--- src/rtl/layer0_input_packer.sv ---
// Purpose: quantize a serial stream of signed features to 1 bit each and pack one frame into an N_FEAT-bit vector.
// Latency: the vector is valid the cycle after its last beat is accepted; full frames stream back-to-back with no bubbles.
// Backpressure: one output register plus one held vector; while a vector waits in hold, s_ready drops.
//
// Ports:
//   clk, rst_n                  rising-edge clock, synchronous active-low reset
//   s_valid/s_ready/s_data/s_last  input feature beats (signed IN_W), s_last marks the frame end
//   m_valid/m_ready/m_data      packed vector to layer0, bit k = feature k
//   frame_err                   one-cycle pulse per dropped (short or long) frame
module layer0_input_packer #(
    parameter int N_FEAT = 16,
    parameter int IN_W   = 12,
    parameter logic [N_FEAT*IN_W-1:0] THRESH = '0
) (
    input  logic                   clk,
    input  logic                   rst_n,
    input  logic                   s_valid,
    output logic                   s_ready,
    input  logic signed [IN_W-1:0] s_data,
    input  logic                   s_last,
    output logic                   m_valid,
    input  logic                   m_ready,
    output logic [N_FEAT-1:0]      m_data,
    output logic                   frame_err
);

    localparam int IW = (N_FEAT > 1) ? $clog2(N_FEAT) : 1;
    localparam logic [IW-1:0] LAST_IDX = IW'(N_FEAT - 1);

    typedef enum logic [1:0] {
        COLLECT = 2'd0,
        HOLD    = 2'd1,
        DISCARD = 2'd2
    } state_t;

    state_t              state, state_d;
    logic [IW-1:0]       idx, idx_d;
    logic [N_FEAT-1:0]   asm_q, asm_d;
    logic [N_FEAT-1:0]   full_vec;
    logic                mvld_d;
    logic [N_FEAT-1:0]   mdat_d;
    logic                ferr_d;
    logic                qbit;
    logic                acc;
    logic                slot_free;
    logic                last_idx;

    // Per-feature thresholds unpacked once so the compare sees a plain signed value.
    logic signed [IN_W-1:0] thr_tab [N_FEAT];
    for (genvar k = 0; k < N_FEAT; k++) begin : g_thr
        assign thr_tab[k] = THRESH[k*IN_W +: IN_W];
    end

    assign s_ready   = rst_n && (state != HOLD);
    assign acc       = s_valid && s_ready;
    assign qbit      = (s_data >= thr_tab[idx]);
    assign last_idx  = (idx == LAST_IDX);
    // The output register can take a new vector if it is empty or being drained this edge.
    assign slot_free = !m_valid || m_ready;

    // Assembly contents with the current beat's bit merged in.
    always_comb begin
        full_vec      = asm_q;
        full_vec[idx] = qbit;
    end

    always_comb begin
        state_d = state;
        idx_d   = idx;
        asm_d   = asm_q;
        mvld_d  = m_valid && !m_ready;
        mdat_d  = m_data;
        ferr_d  = 1'b0;
        case (state)
            COLLECT: begin
                if (acc) begin
                    asm_d = full_vec;
                    if (!s_last && !last_idx) begin
                        idx_d = idx + 1'b1;
                    end else if (s_last && last_idx) begin
                        idx_d = '0;
                        if (slot_free) begin
                            mvld_d = 1'b1;
                            mdat_d = full_vec;
                        end else begin
                            // Completed vector parks in asm_q until the output drains.
                            state_d = HOLD;
                        end
                    end else if (s_last) begin
                        idx_d  = '0;
                        ferr_d = 1'b1;
                    end else begin
                        // Frame overran N_FEAT beats: flag once, swallow the rest.
                        idx_d   = '0;
                        ferr_d  = 1'b1;
                        state_d = DISCARD;
                    end
                end
            end
            HOLD: begin
                if (m_valid && m_ready) begin
                    mvld_d  = 1'b1;
                    mdat_d  = asm_q;
                    state_d = COLLECT;
                end
            end
            DISCARD: begin
                if (acc && s_last) begin
                    idx_d   = '0;
                    state_d = COLLECT;
                end
            end
            default: begin
                state_d = COLLECT;
                idx_d   = '0;
            end
        endcase
    end

    always_ff @(posedge clk) begin
        if (!rst_n) begin
            state     <= COLLECT;
            idx       <= '0;
            asm_q     <= '0;
            m_valid   <= 1'b0;
            m_data    <= '0;
            frame_err <= 1'b0;
        end else begin
            state     <= state_d;
            idx       <= idx_d;
            asm_q     <= asm_d;
            m_valid   <= mvld_d;
            m_data    <= mdat_d;
            frame_err <= ferr_d;
        end
    end

endmodule

--- config.mk ---
export PLATFORM = sky130hd
export DESIGN_NAME = layer0_input_packer
export DESIGN_NICKNAME = d
export VERILOG_FILES = /design/src/rtl/layer0_input_packer.sv
export SDC_FILE = /design/constraint.sdc
export NUM_CORES = 1
export LEC_CHECK = 0
export ABC_AREA = 1
export CORE_ASPECT_RATIO = 2
export CORE_UTILIZATION = 40
export DETAILED_ROUTE_END_ITERATION = 8
export PLACE_DENSITY = 0.74
export SYNTH_ARGS = -nofsm -noshare
export SYNTH_HDL_FRONTEND = slang
export SYNTH_SLANG_ARGS = --single-unit
--- constraint.sdc ---
create_clock -name clk -period 2.6 [get_ports clk]
set_clock_uncertainty 0.2 [all_clocks]
set_input_delay 0.39 -clock clk [delete_from_list [all_inputs] [get_ports clk]]
set_output_delay 0.39 -clock clk [all_outputs]
set_load 0.01 [all_outputs]
==> flow_summary.ini, run 1 <==
[placed_design]
numPortBuffers = 24
dpl.hpwl_mm = 3.93
routabilityCongestion = 0.850
place_inst = 421

[synthesis]
synth-simple-area-share = 0.386
syn-num-nets = 366
synth_largest_area_cell = dfxtp_1
ys_seq_area_frac = 0.361
synth_area_leaders = dfxtp_1 36%, nand2_1 15%, o21ai_0 8.1%, nand3_1 7.9%, nor2_1 6.9%
ys.flop_type = dfxtp_1
synth.most_common_cell = nand2_1
ys_ff_latch = 40
synth_top_area_frac = 0.361
avgSynthCellArea_um2 = 6.42
synth_mux_area_frac = 0
synth_xor_area_frac = 0.00791
postSynth.asyncResetShare = 0
synth_compound_area_frac = 0.135
synth_fa_ha_area_frac = 0.0226
synth_commonest_cells = 90 x nand2_1, 41 x nor2_1, 40 x dfxtp_1
synth_area_um2 = 2220
syn_inst = 345
ys_warn_count = 0
synth_edf_count = 0
synth.distinct_cells = 27
synth_top_family_by_area = simple AND/OR/NAND/NOR gates

[clock_tree]
cts-buffers-inserted = 5
cts_tree = yes
clockBufferDepth = 2
clkTransAtPathRegs_ns = 0.07
cts.repair.resized = 0
insertion_delay_ns = 0.30
cts_setup_buffers = 0
cts_root_buf = clkbuf_8
clkSinkCount = 40
ctsHoldBuffers = 0
htreeDepth = 2

[timing]
tightest_slew_ns = 0.551
hold_viol = 0
drv_slew = 0
grt_setup_unrepaired = false
tns_ns = 0
finalCritPeriodShare = 0.937
slew_headroom = 0.633
max_clock_freq_mhz = 411
final.min_clock_period_ns = 2.44
setup_viol = 0

[critical_path]
slowest_delay_ns = 0.55
r2r-start = state[1]
cp-end-kind = output port
cpMaxStageDelayCell = clkdlybuf4s50_1
arrival_ns = 1.85
critPathLaunch = state[1]
critPathTopFamily = buffers and inverters
reg2reg_slack_ns = 0.43
cp-start-kind = flop
crit_end = s_ready
crit_chain = inv_1 > nand2_2 > clkinv_1 > nor2_1 > clkdlybuf4s50_1
r2r_end = m_data[6]
cp.depth = 5
crit_buf_inv = 3
ff2ff_path_depth = 8
path_class = reg2out
cp.required_ns = 2.01
worstPathMaxFanout = 12

[floorplan]
fp.dieW_um = 54.6
core_area_um2 = 5370
fp.dieH_um = 107
die-area_um2 = 5860
io-pin-count = 36
rows = 38
start_util = 0.412

[detailed_routing]
vias = 2288
detail-route-antenna-nets = 0
avgViaCountPerCell = 5.35
finalWirelength_mm = 5.46
drc_errors = 0
first_iter_violations = 72
drt-pass1-iter-count = 5
wire_per_inst_um = 12.8

[finish]
diodes = 0
final_net_count = 389
fillers = 555
drive_above_1_share = 0.0598
area_growth_syn_to_layout_pct = 17.1
multi_input_area_um2 = 1220
final_cells = 428
seqCellArea_um2 = 801

[grt]
grt_pass1_wl_mm = 9.52
grt_max_degree = 35
antenna_found_initial = 0
grt_usage = 0.216
globalRouteOverflowTotal = 0
grt_pass1_vias = 2245

[outcome]
status = finished clean

[job]
drv_cap = 0

[pwr]
p_per_area_nw_per_um2 = 474
cellLeakagePower_nw = 1.16
ir_drop_uv = 360

[hold_path]
hp-class = reg2reg
power by group:
part	internal [W]	switching, W	leakage, nW
registers	0.000630	0.0000142	0.325
clock network	0.000236	0.000211	0.0503
logic	0.0000479	0.0000917	0.785
total	0.000914	0.000317	1.16
per-stage QoR:
step	setup slack (ns)	total power, W	hold WS, ns	utilization	cell area [µm²]
4_1_cts	0.172	0.00124	0.278	0.483	2590
3_5_place_dp	0.283	0.000796	0.266	0.465	2500
2_1_floorplan	0.763	0.000753	0.244	-	2220
3_3_place_gp	0.300	0.000791	0.253	0.465	2500
6_report	0.165	0.00123	0.282	0.483	2590
5_1_grt	0.104	0.00128	0.302	0.483	2590
sequential cells by signal (all words and copies together), names as in the netlist:
register	count
state	2
asm_q	16
idx	4
m_valid	1
m_data	16
frame_err	1
how the worst min path moves through the flow:
stage	start	end	slack (ns)	cells after the start
2_1_floorplan	asm_q[15]	asm_q[15]	0.24	2
3_3_place_gp	asm_q[15]	asm_q[15]	0.25	2
3_5_place_dp	asm_q[15]	asm_q[15]	0.27	2
4_1_cts	asm_q[15]	asm_q[15]	0.28	2
5_1_grt	asm_q[14]	asm_q[14]	0.30	2
6_report	asm_q[15]	asm_q[15]	0.28	2
logic make-up after synthesis:
group                      count (synthesis)
AOI/OAI and AO/OA                         59
and+or+nand+nor                          196
DFF                                       40
xor gates and xnor gates                   2
adders and majority gates                  4
buffers and inverters                     44
worst register-to-register path: cells and delay by family, from the launching register on:
kind            cells  cell delay [ns]
simple gates        6             1.29
flops               1             0.38
compound gates      1             0.13
buf+inv             1             0.12
area by class of cell:
class	count	share of cell area
Clock buffer	7	0.0371
Multi-Input combinational cell	261	0.471
Tap cell	60	0.0289
Timing Repair Buffer	31	0.113
Inverter	29	0.0419
Sequential cell	40	0.309
routing by layer:
metal / track usage / wire length (µm)
met4: 0.130 / 213
met3: 0.0325 / 224
met5: 0 / 0
met1: 0.228 / 2140
met2: 0.373 / 2890
cell usage in the layout, fill, tap and decap left out:
master            n
nor2b_1           1
nor2_2            1
xnor2_1           1
buf_4             7
nand3_1          35
clkbuf_8          7
nand2_2           3
nor2_8            1
o21ai_0          36
nand2_4           1
clkinv_1          1
inv_1            28
nor3_1           18
nor2_1           41
ha_1              4
o21ai_2           1
and2_1            1
nand2_1          90
dfxtp_1          40
xor2_1            1
nand3_2           1
clkdlybuf4s50_1  24
a21oi_1          19
nand4_1           3
o21ai_1           3
Note: power is estimated with default switching activity, not from simulation.
==> inputs of run 2 (changes only) <==
--- a/config.mk
+++ b/config.mk
@@ -5,11 +5,12 @@
 export SDC_FILE = /design/constraint.sdc
 export NUM_CORES = 1
 export LEC_CHECK = 0
-export ABC_AREA = 1
 export CORE_ASPECT_RATIO = 2
+export CORE_MARGIN = 1.5
 export CORE_UTILIZATION = 40
 export DETAILED_ROUTE_END_ITERATION = 8
 export PLACE_DENSITY = 0.74
+export SETUP_SLACK_MARGIN = 0.5
 export SYNTH_ARGS = -nofsm -noshare
 export SYNTH_HDL_FRONTEND = slang
 export SYNTH_SLANG_ARGS = --single-unit
==> run 2 against run 1 <==
  * Synthesized cell count fell by 36%
  * Synthesized area is 7.2% lower
  * Sequential cell count did not move
==> flow_summary.ini, run 2 <==
[timing]
setup_viol = 0
slew_headroom = 0.688
whs_ns = 0.262
final.min_clock_period_ns = 1.98
hold_viol = 0
tightest_slew_ns = 0.468
max_clock_freq_mhz = 505
finalCritPeriodShare = 0.762
drv_slew = 0
grt_setup_unrepaired = false
tns_ns = 0

[clock_tree]
clkSinkCount = 40
clkTransAtPathRegs_ns = 0.08
cts-buffers-inserted = 5
cts_setup_buffers = 0
cts_root_buf = clkbuf_8
clockBufferDepth = 2
insertion_delay_ns = 0.29
ctsHoldBuffers = 0
htreeDepth = 2
cts_tree = yes

[synthesis]
ys_ff_latch = 40
ys_warn_count = 0
ys_seq_area_frac = 0.390
avgSynthCellArea_um2 = 9.30
synth_top_area_frac = 0.390
synth_edf_count = 0
synth.most_common_cell = dfxtp_1
syn-num-nets = 242
syn_inst = 221
ys.flop_type = dfxtp_1
synth_commonest_cells = 40 x dfxtp_1, 27 x nand2_1, 18 x and3_1
synth_largest_area_cell = dfxtp_1
postSynth.asyncResetShare = 0
synth.distinct_cells = 36
synth_area_um2 = 2060
synth_area_leaders = dfxtp_1 39%, mux2i_1 7.8%, o221ai_1 6.8%, a311oi_1 6.4%, and3_1 5.5%

[critical_path]
cp.required_ns = 2.61
path_class = reg2reg
cp-end-kind = flop
slowest_delay_ns = 0.44
worstPathMaxFanout = 6
cp-start-kind = flop
cpMaxStageDelayCell = or3b_1
arrival_ns = 1.99
crit_chain = ha_1 > and3_2 > nor4_4 > or3b_1 > o32ai_2

[grt]
grt_usage = 0.184
globalRouteOverflowTotal = 0
grt_pass1_vias = 1735
grt_max_degree = 22
grt_pass1_wl_mm = 7.91
antenna_found_initial = 0

[finish]
final_cell_mix = 37 x dfxtp_1, 27 x nand2_1, 21 x clkdlybuf4s50_1, 17 x a21oi_1, 17 x and3_1
diodes = 0
area_growth_syn_to_layout_pct = 17.7
final_area_um2 = 2420
drive_above_1_share = 0.125
fillers = 470
final_net_count = 260
reg.largest.list = asm_q x16, m_data x16, idx x4
mostFrequentLayoutCell = dfxtp_1

[detailed_routing]
avgViaCountPerCell = 5.86
detail-route-antenna-nets = 0
finalWirelength_mm = 4.55
wire_per_inst_um = 15.3
drc_errors = 0
drt-pass1-iter-count = 4
first_iter_violations = 58
vias = 1740

[floorplan]
core_area_um2 = 4910
die-area_um2 = 5600
io-pin-count = 36
rows = 36
start_util = 0.419
fp.dieW_um = 53.7
fp.dieH_um = 104

[pwr]
ir_drop_uv = 418
cellLeakagePower_nw = 0.942
p_per_area_nw_per_um2 = 464

[placed_design]
dpl.hpwl_mm = 3.26
postPlaceCellArea_um2 = 2310
numPortBuffers = 24
routabilityCongestion = 0.863

[hold_path]
hp-class = reg2reg

[outcome]
status = finished clean

[job]
drv_cap = 0
run 2: cell types whose count changed in the layout (fill, tap and decap cells not counted), moves of 15 or more:
| cell | before | now |
|---|---|---|
| mux2i_1 | 0 | 16 |
| nor2_1 | 41 | 7 |
| and3_1 | 0 | 17 |
| a311oi_1 | 0 | 15 |
| inv_1 | 28 | 4 |
| nand3_1 | 35 | 2 |
| o21ai_0 | 36 | 3 |
| o221ai_1 | 0 | 16 |
| nand2_1 | 90 | 27 |
| nor3_1 | 18 | 0 |
run 2: logic make-up (layout without fill, tap and decap cells):
kind of cell | after synthesis | count (layout) | synth area share
buf+inv | 27 | 46 | 0.0694
xor+xnor | 1 | 1 | 0.00426
mux | 16 | 16 | 0.0779
simple gates | 70 | 70 | 0.205
fa+ha+maj | 4 | 4 | 0.0243
compound gates | 63 | 63 | 0.230
flops | 40 | 40 | 0.390
run 2: repair_timing:
| item | CTS | global route |
|---|---|---|
| gates resized for setup | 6 | 5 |
| cloned | 0 | 0 |
| setup endpoints to repair | 1 | 20 |
run 2: critical path, delay by kind of cell (launching register included):
kind | cells | cell delay (ns)
compound gates | 1 | 0.25
simple gates | 3 | 0.89
fa+ha+maj | 1 | 0.21
flops | 1 | 0.35
run 2: routing by layer:
layer,part of all wire,up-vias,global-route usage
met5,0,-,0
met4,0.028,0,0.0934
met3,0.036,9,0.0259
met2,0.55,43,0.308
met1,0.39,811,0.215
li1,-,877,-
run 2: worst paths after layout:
check	endpoint	cells past startpoint	start	slack [ns]
worst max-delay path	idx[3]	5	idx[0]	0.62
worst max register to register	idx[3]	5	idx[0]	0.62
worst min-delay path	m_data[7]	2	m_data[7]	0.26
worst min register to register	m_data[7]	2	m_data[7]	0.26
run 2: where the power goes:
| group | internal [W] | leakage [nW] | switching (W) |
|---|---|---|---|
| Combinational | 0.0000282 | 0.567 | 0.0000521 |
| Clock | 0.000212 | 0.0510 | 0.000211 |
| Sequential | 0.000616 | 0.324 | 0.00000309 |
| Total | 0.000856 | 0.942 | 0.000266 |
run 2: through the flow:
step	instances	util	total power, W	worst slack [ns]
after global routing	297	0.493	0.00116	0.518
after CTS	297	0.491	0.00113	0.529
final	297	0.493	0.00112	0.618
after global placement	289	0.471	0.000713	0.160
after floorplan	221	-	0.000684	0.655
after detailed placement	289	0.471	0.000714	0.167
run 2: area by class of cell:
cell class / count / area (µm²) / area share
clock buffer: 6 / 82.6 / 0.0341
inverter: 4 / 15.0 / 0.00620
sequential: 40 / 805 / 0.332
timing repair buffer: 34 / 318 / 0.131
multi-input combinational: 154 / 1120 / 0.462
tap: 57 / 71.3 / 0.0295
clock inverter: 2 / 10.0 / 0.00414
